### src/rtl/stopwatch_pkg.sv
// Shared types and constants for the stopwatch control sequencer.
package stopwatch_pkg;

  typedef enum logic [1:0] {
    ST_RUN   = 2'd0,
    ST_PAUSE = 2'd1,
    ST_ADJ   = 2'd2
  } state_e;

  // Anode pattern with digit 0 (seconds ones) enabled
  localparam logic [3:0] AN_RESET = 4'b1110;

  localparam int unsigned DEB_DEPTH_DEFAULT = 3;

  // Active-low one-hot anode enable for a digit index
  function automatic logic [3:0] an_decode(input logic [1:0] sel);
    return ~(4'b0001 << sel);
  endfunction

  // Seconds field is digits 1:0, minutes field is digits 3:2
  function automatic logic digit_in_field(input logic [1:0] digit, input logic sel_sec);
    return sel_sec ? ~digit[1] : digit[1];
  endfunction

endpackage

### src/rtl/btn_debounce.sv
// Button conditioner: 2-flop synchroniser, tick-sampled shift-register debouncer
// and rising-edge press detector. A press is only accepted after the debounced
// level has been seen low at least once since reset, so a button held through
// reset does not fire.
module btn_debounce
  import stopwatch_pkg::*;
#(
  parameter int unsigned DEB_DEPTH = DEB_DEPTH_DEFAULT
) (
  input  logic i_clk,
  input  logic i_arst,
  input  logic i_sample,
  input  logic i_raw,
  output logic o_press
);

  logic [1:0]           r_sync;
  logic [DEB_DEPTH-1:0] r_shift;
  logic [DEB_DEPTH-1:0] w_shift_nxt;
  logic                 w_all_one;
  logic                 w_all_zero;
  logic                 r_level;
  logic                 r_armed;
  logic                 r_press;

  assign w_shift_nxt = (r_shift << 1) | DEB_DEPTH'(r_sync[1]);
  assign w_all_one   = &w_shift_nxt;
  assign w_all_zero  = ~|w_shift_nxt;

  // Bring the raw asynchronous button into the clock domain
  always_ff @(posedge i_clk or posedge i_arst) begin
    if (i_arst) begin
      r_sync <= 2'b00;
    end else begin
      r_sync <= {r_sync[0], i_raw};
    end
  end

  // Sample on the scan tick; change level only when every sample agrees
  always_ff @(posedge i_clk or posedge i_arst) begin
    if (i_arst) begin
      r_shift <= '0;
      r_level <= 1'b0;
      r_armed <= 1'b0;
      r_press <= 1'b0;
    end else begin
      r_press <= 1'b0;
      if (i_sample) begin
        r_shift <= w_shift_nxt;
        if (w_all_one) begin
          r_level <= 1'b1;
          r_press <= ~r_level & r_armed;
        end else if (w_all_zero) begin
          r_level <= 1'b0;
          r_armed <= 1'b1;
        end
      end
    end
  end

  assign o_press = r_press;

endmodule

### src/rtl/stopwatch_ctrl.sv
// Stopwatch control sequencer: RUN/PAUSE/ADJ mode FSM issuing one-cycle counter
// commands, 4-digit display scan and adjust-field blink.
// Optional feature: define STOPWATCH_CTRL_BLINK_EN to build the blink logic;
// otherwise o_blank is tied low and i_tick_4hz is ignored.
module stopwatch_ctrl
  import stopwatch_pkg::*;
#(
  parameter int unsigned DEB_DEPTH = DEB_DEPTH_DEFAULT
) (
  input  logic       i_clk,
  input  logic       i_arst,
  input  logic       i_tick_1hz,
  input  logic       i_tick_2hz,
  input  logic       i_tick_4hz,
  input  logic       i_tick_mux,
  input  logic       i_btn_pause,
  input  logic       i_btn_reset,
  input  logic       i_sw_adj,
  input  logic       i_sw_sel,
  output logic       o_cnt_en,
  output logic       o_cnt_clr,
  output logic       o_adj_sec,
  output logic       o_adj_min,
  output logic [3:0] o_an_n,
  output logic [1:0] o_digit_sel,
  output logic       o_blank
);

  logic [1:0] r_adj_sync;
  logic [1:0] r_sel_sync;
  logic       w_sw_adj;
  logic       w_sw_sel;
  logic       w_pause_press;
  logic       w_rst_press;

  state_e     r_state;
  state_e     w_state_d;
  state_e     r_resume;
  state_e     w_resume_d;

  logic       r_cnt_en;
  logic       r_cnt_clr;
  logic       r_adj_sec;
  logic       r_adj_min;
  logic       w_cnt_en_d;
  logic       w_cnt_clr_d;
  logic       w_adj_sec_d;
  logic       w_adj_min_d;

  logic [1:0] r_digit_sel;
  logic [1:0] w_digit_nxt;
  logic [3:0] r_an_n;

  // ---------------------------------------------------------------------------
  // Input conditioning
  // ---------------------------------------------------------------------------

  // Two-flop synchronisers for the mode switches
  always_ff @(posedge i_clk or posedge i_arst) begin
    if (i_arst) begin
      r_adj_sync <= 2'b00;
      r_sel_sync <= 2'b00;
    end else begin
      r_adj_sync <= {r_adj_sync[0], i_sw_adj};
      r_sel_sync <= {r_sel_sync[0], i_sw_sel};
    end
  end

  assign w_sw_adj = r_adj_sync[1];
  assign w_sw_sel = r_sel_sync[1];

  btn_debounce #(
    .DEB_DEPTH (DEB_DEPTH)
  ) u_deb_pause (
    .i_clk    (i_clk),
    .i_arst   (i_arst),
    .i_sample (i_tick_mux),
    .i_raw    (i_btn_pause),
    .o_press  (w_pause_press)
  );

  btn_debounce #(
    .DEB_DEPTH (DEB_DEPTH)
  ) u_deb_reset (
    .i_clk    (i_clk),
    .i_arst   (i_arst),
    .i_sample (i_tick_mux),
    .i_raw    (i_btn_reset),
    .o_press  (w_rst_press)
  );

  // ---------------------------------------------------------------------------
  // Mode FSM
  // ---------------------------------------------------------------------------

  // State and resume-target registers
  always_ff @(posedge i_clk or posedge i_arst) begin
    if (i_arst) begin
      r_state  <= ST_RUN;
      r_resume <= ST_RUN;
    end else begin
      r_state  <= w_state_d;
      r_resume <= w_resume_d;
    end
  end

  // Next state and command pulses; a clear press pre-empts everything else,
  // and a mode change swallows any tick arriving in the same cycle
  always_comb begin
    w_state_d   = r_state;
    w_resume_d  = r_resume;
    w_cnt_clr_d = w_rst_press;
    w_cnt_en_d  = 1'b0;
    w_adj_sec_d = 1'b0;
    w_adj_min_d = 1'b0;
    if (!w_rst_press) begin
      case (r_state)
        ST_RUN: begin
          if (w_sw_adj) begin
            w_state_d  = ST_ADJ;
            w_resume_d = ST_RUN;
          end else if (w_pause_press) begin
            w_state_d = ST_PAUSE;
          end else begin
            w_cnt_en_d = i_tick_1hz;
          end
        end
        ST_PAUSE: begin
          if (w_sw_adj) begin
            w_state_d  = ST_ADJ;
            w_resume_d = ST_PAUSE;
          end else if (w_pause_press) begin
            w_state_d = ST_RUN;
          end
        end
        ST_ADJ: begin
          if (!w_sw_adj) begin
            w_state_d = r_resume;
          end else if (i_tick_2hz) begin
            w_adj_sec_d = w_sw_sel;
            w_adj_min_d = ~w_sw_sel;
          end
        end
        default: begin
          w_state_d = ST_RUN;
        end
      endcase
    end
  end

  // Registered command pulses
  always_ff @(posedge i_clk or posedge i_arst) begin
    if (i_arst) begin
      r_cnt_en  <= 1'b0;
      r_cnt_clr <= 1'b0;
      r_adj_sec <= 1'b0;
      r_adj_min <= 1'b0;
    end else begin
      r_cnt_en  <= w_cnt_en_d;
      r_cnt_clr <= w_cnt_clr_d;
      r_adj_sec <= w_adj_sec_d;
      r_adj_min <= w_adj_min_d;
    end
  end

  assign o_cnt_en  = r_cnt_en;
  assign o_cnt_clr = r_cnt_clr;
  assign o_adj_sec = r_adj_sec;
  assign o_adj_min = r_adj_min;

  // ---------------------------------------------------------------------------
  // Display scan
  // ---------------------------------------------------------------------------

  assign w_digit_nxt = i_tick_mux ? r_digit_sel + 2'd1 : r_digit_sel;

  // Digit index and its anode pattern move together on the scan tick
  always_ff @(posedge i_clk or posedge i_arst) begin
    if (i_arst) begin
      r_digit_sel <= 2'd0;
      r_an_n      <= AN_RESET;
    end else begin
      r_digit_sel <= w_digit_nxt;
      r_an_n      <= an_decode(w_digit_nxt);
    end
  end

  assign o_digit_sel = r_digit_sel;
  assign o_an_n      = r_an_n;

  // ---------------------------------------------------------------------------
  // Adjust-field blink
  // ---------------------------------------------------------------------------

`ifdef STOPWATCH_CTRL_BLINK_EN
  logic r_blink_phase;
  logic w_blink_d;
  logic r_blank;

  // Phase runs only while staying in ADJ; zero on entry and everywhere else
  always_comb begin
    w_blink_d = 1'b0;
    if (w_state_d == ST_ADJ && r_state == ST_ADJ) begin
      w_blink_d = r_blink_phase ^ i_tick_4hz;
    end
  end

  // Blank is computed from next-state values so it lines up with the digit shown
  always_ff @(posedge i_clk or posedge i_arst) begin
    if (i_arst) begin
      r_blink_phase <= 1'b0;
      r_blank       <= 1'b0;
    end else begin
      r_blink_phase <= w_blink_d;
      r_blank       <= (w_state_d == ST_ADJ) & w_blink_d & digit_in_field(w_digit_nxt, w_sw_sel);
    end
  end

  assign o_blank = r_blank;
`else
  logic w_unused_tick_4hz;

  assign w_unused_tick_4hz = i_tick_4hz;
  assign o_blank           = 1'b0;
`endif

endmodule

### config.mk
export PLATFORM = sky130hd
export DESIGN_NAME = stopwatch_ctrl
export DESIGN_NICKNAME = d
export VERILOG_FILES = /design/src/rtl/stopwatch_pkg.sv /design/src/rtl/btn_debounce.sv /design/src/rtl/stopwatch_ctrl.sv
export SDC_FILE = /design/constraint.sdc
export NUM_CORES = 1
export LEC_CHECK = 0
export CAP_MARGIN = 20
export CORE_MARGIN = 4
export CORE_UTILIZATION = 49
export CTS_CLUSTER_DIAMETER = 60
export DETAILED_ROUTE_END_ITERATION = 8
export PLACE_DENSITY = 0.77
export SLEW_MARGIN = 30
export SYNTH_ARGS = -nofsm -noshare
export SYNTH_HDL_FRONTEND = slang
export SYNTH_HIERARCHICAL = 1
export SYNTH_SLANG_ARGS = --single-unit
export TNS_END_PERCENT = 5
### constraint.sdc
create_clock -name i_clk -period 1.65 [get_ports i_clk]
set_clock_uncertainty 0.2 [all_clocks]
set_input_delay 0.33 -clock i_clk [delete_from_list [all_inputs] [get_ports i_clk]]
set_output_delay 0.33 -clock i_clk [all_outputs]
set_load 0.01 [all_outputs]
### Word level (Yosys, flattened, before mapping)

Index checks and enable logic that the tools add are counted.

| operators by class | value |
|---|---|
| add/subtract/negate cells | 1 |
| eq/ne operators | 9 |
| shifts and indexed selects | 1 |
| multiplexer cells | 30 |
| bitwise logic cells | 13 |
| reduce and logical (&&, ||, !) cells | 12 |

Operator list:

| cell | number |
|---|---|
| 1-bit 2-to-1 mux | 20 |
| 2-bit 2-to-1 mux | 8 |
| 3-bit AND reduction | 4 |
| 1-bit NOT | 8 |
| 4-bit AND reduction | 2 |
| 2-bit inequality test, second input constant | 3 |
| 3-bit by 2-bit inequality test with 1-bit output, second input constant | 2 |
| 3-bit by 1-bit OR with 3-bit output | 2 |
| 2-bit case mux with 3 select lines | 1 |
| 3-bit OR reduction | 2 |
| 2-bit by 1-bit inequality test with 1-bit output, second input constant | 2 |
| 4-bit NOT | 1 |
| 2-bit case mux with 2 select lines | 1 |
| 2-bit AND reduction | 2 |
| 1-bit by 2-bit << shifter with 4-bit output, first input constant | 1 |
| 2-bit by 1-bit adder with 2-bit output, second input constant | 1 |
| 1-bit bitwise AND | 2 |
| 2-bit by 1-bit == test with 1-bit output, second input constant | 1 |
| 2-bit == test, second input constant | 1 |
| 2-bit zero test | 1 |
| 2-bit nonzero test | 1 |

| word-level totals | value |
|---|---|
| register bits | 32 |
| input port bits | 10 |
| logic and storage cells | 86 |

### Longest topological paths before layout

| logic depth | value |
|---|---|
| depth in word-level cells | 5 |
| depth in mapped cells | 3 |
| depth with buffers taken out | 3 |

### Modules after synthesis

The synthesis kept the hierarchy.

By module, submodules not included:

| module | times used | cells an instance | area each (um^2) | sequential area each (um^2) |
|---|---|---|---|---|
| stopwatch_ctrl | 1 | 47 | 606.8 | 429.2 |
| btn_debounce | 2 | 18 | 251.5 | 175.2 |

### Worst setup path after synthesis

No wires, ideal clock.

| path | value |
|---|---|
| kind | register to register |
| start | register r_state[1] |
| end | register r_resume[0] |
| library setup time | 0.125 ns |
| data arrival time | 0.935 ns |
| data required time | 1.325 ns |
| slack | 0.391 ns |
| stages on the path, launching flop included | 3 |
| buffers on the path | 0 |
| path through | dfrtp_1 -> nor3b_2 -> mux2_2 |

| between the ends | value |
|---|---|
| word-level cells in the longest chain between the ends | 3 |
| elaborated cells between the ends (all ways) | 7 |

RTL lines:

| element | RTL line | text |
|---|---|---|
| start, declared | stopwatch_ctrl.sv:36 | `state_e r_state;` |
| start signal, assigned | stopwatch_ctrl.sv:102 | `r_state <= w_state_d;` |
| 2-bit by 1-bit == test with 1-bit output / 2-bit zero test (equally long branches) | stopwatch_ctrl.sv:117 | `case (r_state)` |
| 2-bit inequality test (no source line) / 2-bit nonzero test (equally long branches) | n/a |  |
| 4-bit AND reduction (no source line) | n/a |  |
| end signal, assigned | stopwatch_ctrl.sv:103 | `r_resume <= w_resume_d;` |
| end, declared | stopwatch_ctrl.sv:38 | `state_e r_resume;` |

Parallel ways exist; a longest one is shown, timed or not.
A chain may end at the register's enable or synchronous reset.

### Worst setup path after layout

| path | value |
|---|---|
| start | register r_an_n[1], in the netlist o_an_n[1] |
| end | output port o_an_n[1] |

RTL lines:

| element | RTL line | text |
|---|---|---|
| start, declared | stopwatch_ctrl.sv:52 | `logic [3:0] r_an_n;` |
| start signal, assigned | stopwatch_ctrl.sv:184 | `r_an_n <= an_decode(w_digit_nxt);` |
| end, declared | stopwatch_ctrl.sv:24 | `output logic [3:0] o_an_n,` |

No word-level cell between the ends.

==> results by stage <==
Final layout:
- In the final layout, the share of cells above drive strength 1 is 0.188.
- Compared with the post-synthesis result, the final layout area differs by 27.1%.
- The diode insertion count for antenna repair is 0.
- For this run, the post-layout net count is 121.
- The finished layout holds 139 standard cells, fillers aside.
- Once layout is complete, the utilization of the core stands at 0.684.

Status:
- The flow ran to the end, and the final reports show no timing, DRC or antenna violations.

Floorplan:
- The floorplan step defined a core boundary enclosing 0.00206 mm^2.
- The die is 55.6 um wide.
- 21 I/O pins were placed.
- The initialized floorplan defines 16 standard-cell rows.
- The overall die area is 0.00309 mm^2.
- The starting density of the core is 0.538.
- The vertical die dimension is 55.6 um.

Worst setup path:
- For the worst setup path, the data required time is 1.12 ns.
- STA classifies the critical path endpoint as an output port.
- The standard cell with the maximum stage delay on the critical path is sky130_fd_sc_hd__dfstp_2.
- The cell family contributing the most delay on the critical path is flip-flops.
- The number of buffers and inverters on the critical path is 1.
- The number of cells on the worst reg-to-reg path is 2.
- In this run the worst path has a maximum fanout of 1.
- Walking the worst path, the cells encountered are clkdlybuf4s15_1.
- In this run the number of cells on the critical path is 1.
- The setup check on the worst reg-to-reg path leaves a slack of 0.31 ns.
- The highest cell delay on the worst timing path is 0.52 ns.
- The critical path start-end classification is flip-flop to output port.
- The critical path launch point type is a flip-flop.
- The data arrival time of the critical path is 1.06 ns.

Logic synthesis:
- The number of enable-type register cells in the synthesized netlist is 0.
- The synthesized design spends more area on one cell type than any other, namely sky130_fd_sc_hd__dfrtp_1.
- By count the netlist is led by sky130_fd_sc_hd__dfrtp_1 (28), sky130_fd_sc_hd__nor2_1 (8), sky130_fd_sc_hd__nand2_1 (7), sky130_fd_sc_hd__nor3_1 (6), sky130_fd_sc_hd__inv_1 (4).
- For this run, the leading register cell type out of synthesis is sky130_fd_sc_hd__dfrtp_1.
- The async set-or-reset flop fraction in the synthesized netlist is 1.00.
- The proportion of synthesized chip area in sequential cells is 0.702.
- Synthesis produced a netlist whose cell count is 83.
- The average cell area after synthesis is 13.4 um^2.
- Sorting the synthesized cells by area gives the leading types as sky130_fd_sc_hd__dfrtp_1 (63%), sky130_fd_sc_hd__dfstp_2 (7.1%), sky130_fd_sc_hd__mux2_2 (3.0%).
- The number of nets produced by synthesis is 93.
- Yosys printed 6 warnings.
- The number of distinct library cells after synthesis is 24.
- The synthesized design contains 31 register bits.
- The combined area of all synthesized cells is 0.00111 mm^2.
- The most repeated cell in the gate-level netlist after synthesis is sky130_fd_sc_hd__dfrtp_1.
- Of the post-synthesis cell area, the dominant cell type holds 0.631.

Clock tree:
- Clock latency on the worst-skew pair, taken at its later pin, is 0.31 ns.
- The cell at the root of the clock tree is sky130_fd_sc_hd__clkbuf_4.
- The number of setup buffers added after CTS is 0.
- TritonCTS built the clock tree.
- The number of sinks on the clock net is 31.
- After clock tree synthesis, the clock-pin slew on the worst setup and hold paths is 0.09 ns.
- Buffers inserted during clock tree synthesis total 5.
- The clock tree synthesis step divided the H-tree into 2 levels.
- For this design, the CTS-stage hold fixing added 0 buffers.
- The longest clock path from root to sink contains 2 buffers.

Route:
- The via density per instance is 4.93.
- Dividing the detail-routed wire length by the instance count gives 13.0 um.
- The count of nets left with antenna violations once routing finished came out at 0.
- The first detailed-routing pass took 4 iterations.
- For this block, the routed nets add up to 1.81 mm of wire.
- After detailed routing, the number of remaining DRC violations is 0.
- The number of vias after detailed routing is 685.
- After the first detailed-routing iteration, the DRC count stood at 15.

GRT:
- The initial antenna violation count was 0.
- Across every metal layer, demand over resource in global routing totals 0.135.
- The number of global-route vias before repair is 728.
- Summed over all layers, the global routing overflow is 0.
- The first global-routing pass estimated 3.19 mm of wire.
- The maximum number of pins on one net before global-route repair is 18.

Timing:
- The final worst-path setup slack is 0.0617 ns.
- Setup total negative slack on the finished layout was measured at 0 ns.
- Hold is met by 0.0996 ns.
- Setup repair after global routing left no endpoint under its margin.
- Static timing analysis puts the maximum clock frequency at 630 MHz.
- The shortest period the worst path allows is 1.59 ns.
- The number of endpoints failing setup at the final stage is 0.
- The final count of hold timing violations is 0.
- The final critical-path share of the clock period is 0.963.
- The final number of max-transition violations is 0.

Run:
- Across the run, the number of max-cap violations was 0.

Place:
- The worst slack after detailed placement is -0.0202 ns.
- The number of buffers added on ports is 18.
- The final weighted congestion in routability-driven placement is 0.675.
- The number of placed instances, taps included, is 131.
- The placed wire-length estimate is 1.28 mm.

Power and ir drop:
- Power spread over the standard cell area amounts to 1260 mW/mm^2.
- In this run the static leakage power is 0.659 nW.
- The worst ir drop on vdd is 0.936 mV.

Worst hold path:
- The min-delay analysis places its worst path in the category primary input to asynchronous set/reset pin.
[worst paths after layout]
kind                                         start                         endpoint
max in group asynchronous                   i_arst              o_an_n[2]$_DFF_PP1_
max                            o_an_n[1]$_DFF_PP1_                        o_an_n[1]
min reg2reg                r_sel_sync[0]$_DFF_PP0_          r_sel_sync[1]$_DFF_PP0_
min                                         i_arst  u_deb_pause/r_level$_DFFE_PP0P_
max reg2reg                 r_state[1]$_DFFE_PP0P_          r_resume[0]$_DFFE_PP0P_
min in group i_clk         r_sel_sync[0]$_DFF_PP0_          r_sel_sync[1]$_DFF_PP0_
[kinds of logic after synthesis]
group	share of synthesized area
DFF	0.702
xor gates and xnor gates	0.0158
muxes	0.0597
and+or+nand+nor	0.159
other	0.00338
AOI/OAI and AO/OA	0.0395
buffers and inverters	0.0203
[cell type report]
cell class | count | area, um^2
inverter | 4 | 15.0
clock inverter | 1 | 5.00
sequential | 31 | 779
fill | 150 | 652
clock buffer | 7 | 55.1
timing repair buffer | 22 | 214
tap | 27 | 33.8
multi-input combinational | 47 | 308
[sequential cells by signal, summed over array words and instances (netlist names), 2 cells and up]
register,flops
o_an_n,4
o_digit_sel,2
r_adj_sync,2
r_sel_sync,2
r_state,2
u_deb_pause/r_shift,2
u_deb_pause/r_sync,2
u_deb_reset/r_shift,2
u_deb_reset/r_sync,2
[where the power goes]
| part | switching, W | internal, W | total [W] |
|---|---|---|---|
| clock network | 0.000231 | 0.000206 | 0.000437 |
| registers | 0.0000617 | 0.000889 | 0.000950 |
| logic | 0.000184 | 0.000200 | 0.000384 |
[worst reg2reg max path: stages (launching register included)]
cell and delay [ns]:
sky130_fd_sc_hd__dfrtp_1 0.47, sky130_fd_sc_hd__nor3b_2 0.22, sky130_fd_sc_hd__mux2_2 0.35
[per-layer routing]
metal | share of wire | track usage | vias to the layer above
li1 | - | - | 333
met1 | 0.42 | 0.150 | 334
met2 | 0.52 | 0.221 | 16
met3 | 0.054 | 0.0650 | 2
met4 | 0.0055 | 0.0521 | 0
met5 | 0 | 0 | -
[layout by cell type (no fill, tap or decap), types with 4 or more instances in the layout]
| master | count |
|---|---|
| sky130_fd_sc_hd__dfrtp_1 | 28 |
| sky130_fd_sc_hd__nor2_1 | 8 |
| sky130_fd_sc_hd__clkdlybuf4s50_1 | 8 |
| sky130_fd_sc_hd__nand2_1 | 7 |
| sky130_fd_sc_hd__dlygate4sd2_1 | 7 |
| sky130_fd_sc_hd__nor3_1 | 6 |
| sky130_fd_sc_hd__clkbuf_4 | 5 |
| sky130_fd_sc_hd__inv_1 | 4 |
[metrics by stage]
step,cell area [um^2],total power (W)
after floorplan,1110,0.00115
after global placement,1360,0.00138
after detailed placement,1360,0.00140
after CTS,1410,0.00179
after global routing,1410,0.00189
final,1410,0.00177
[repair_timing]
action / 4_1_cts / 5_1_grt
setup endpoints to repair: 10 / 3
resized for setup: 10 / 3
pin swaps: 0 / 0
Note: power is estimated with default switching activity, not from simulation.
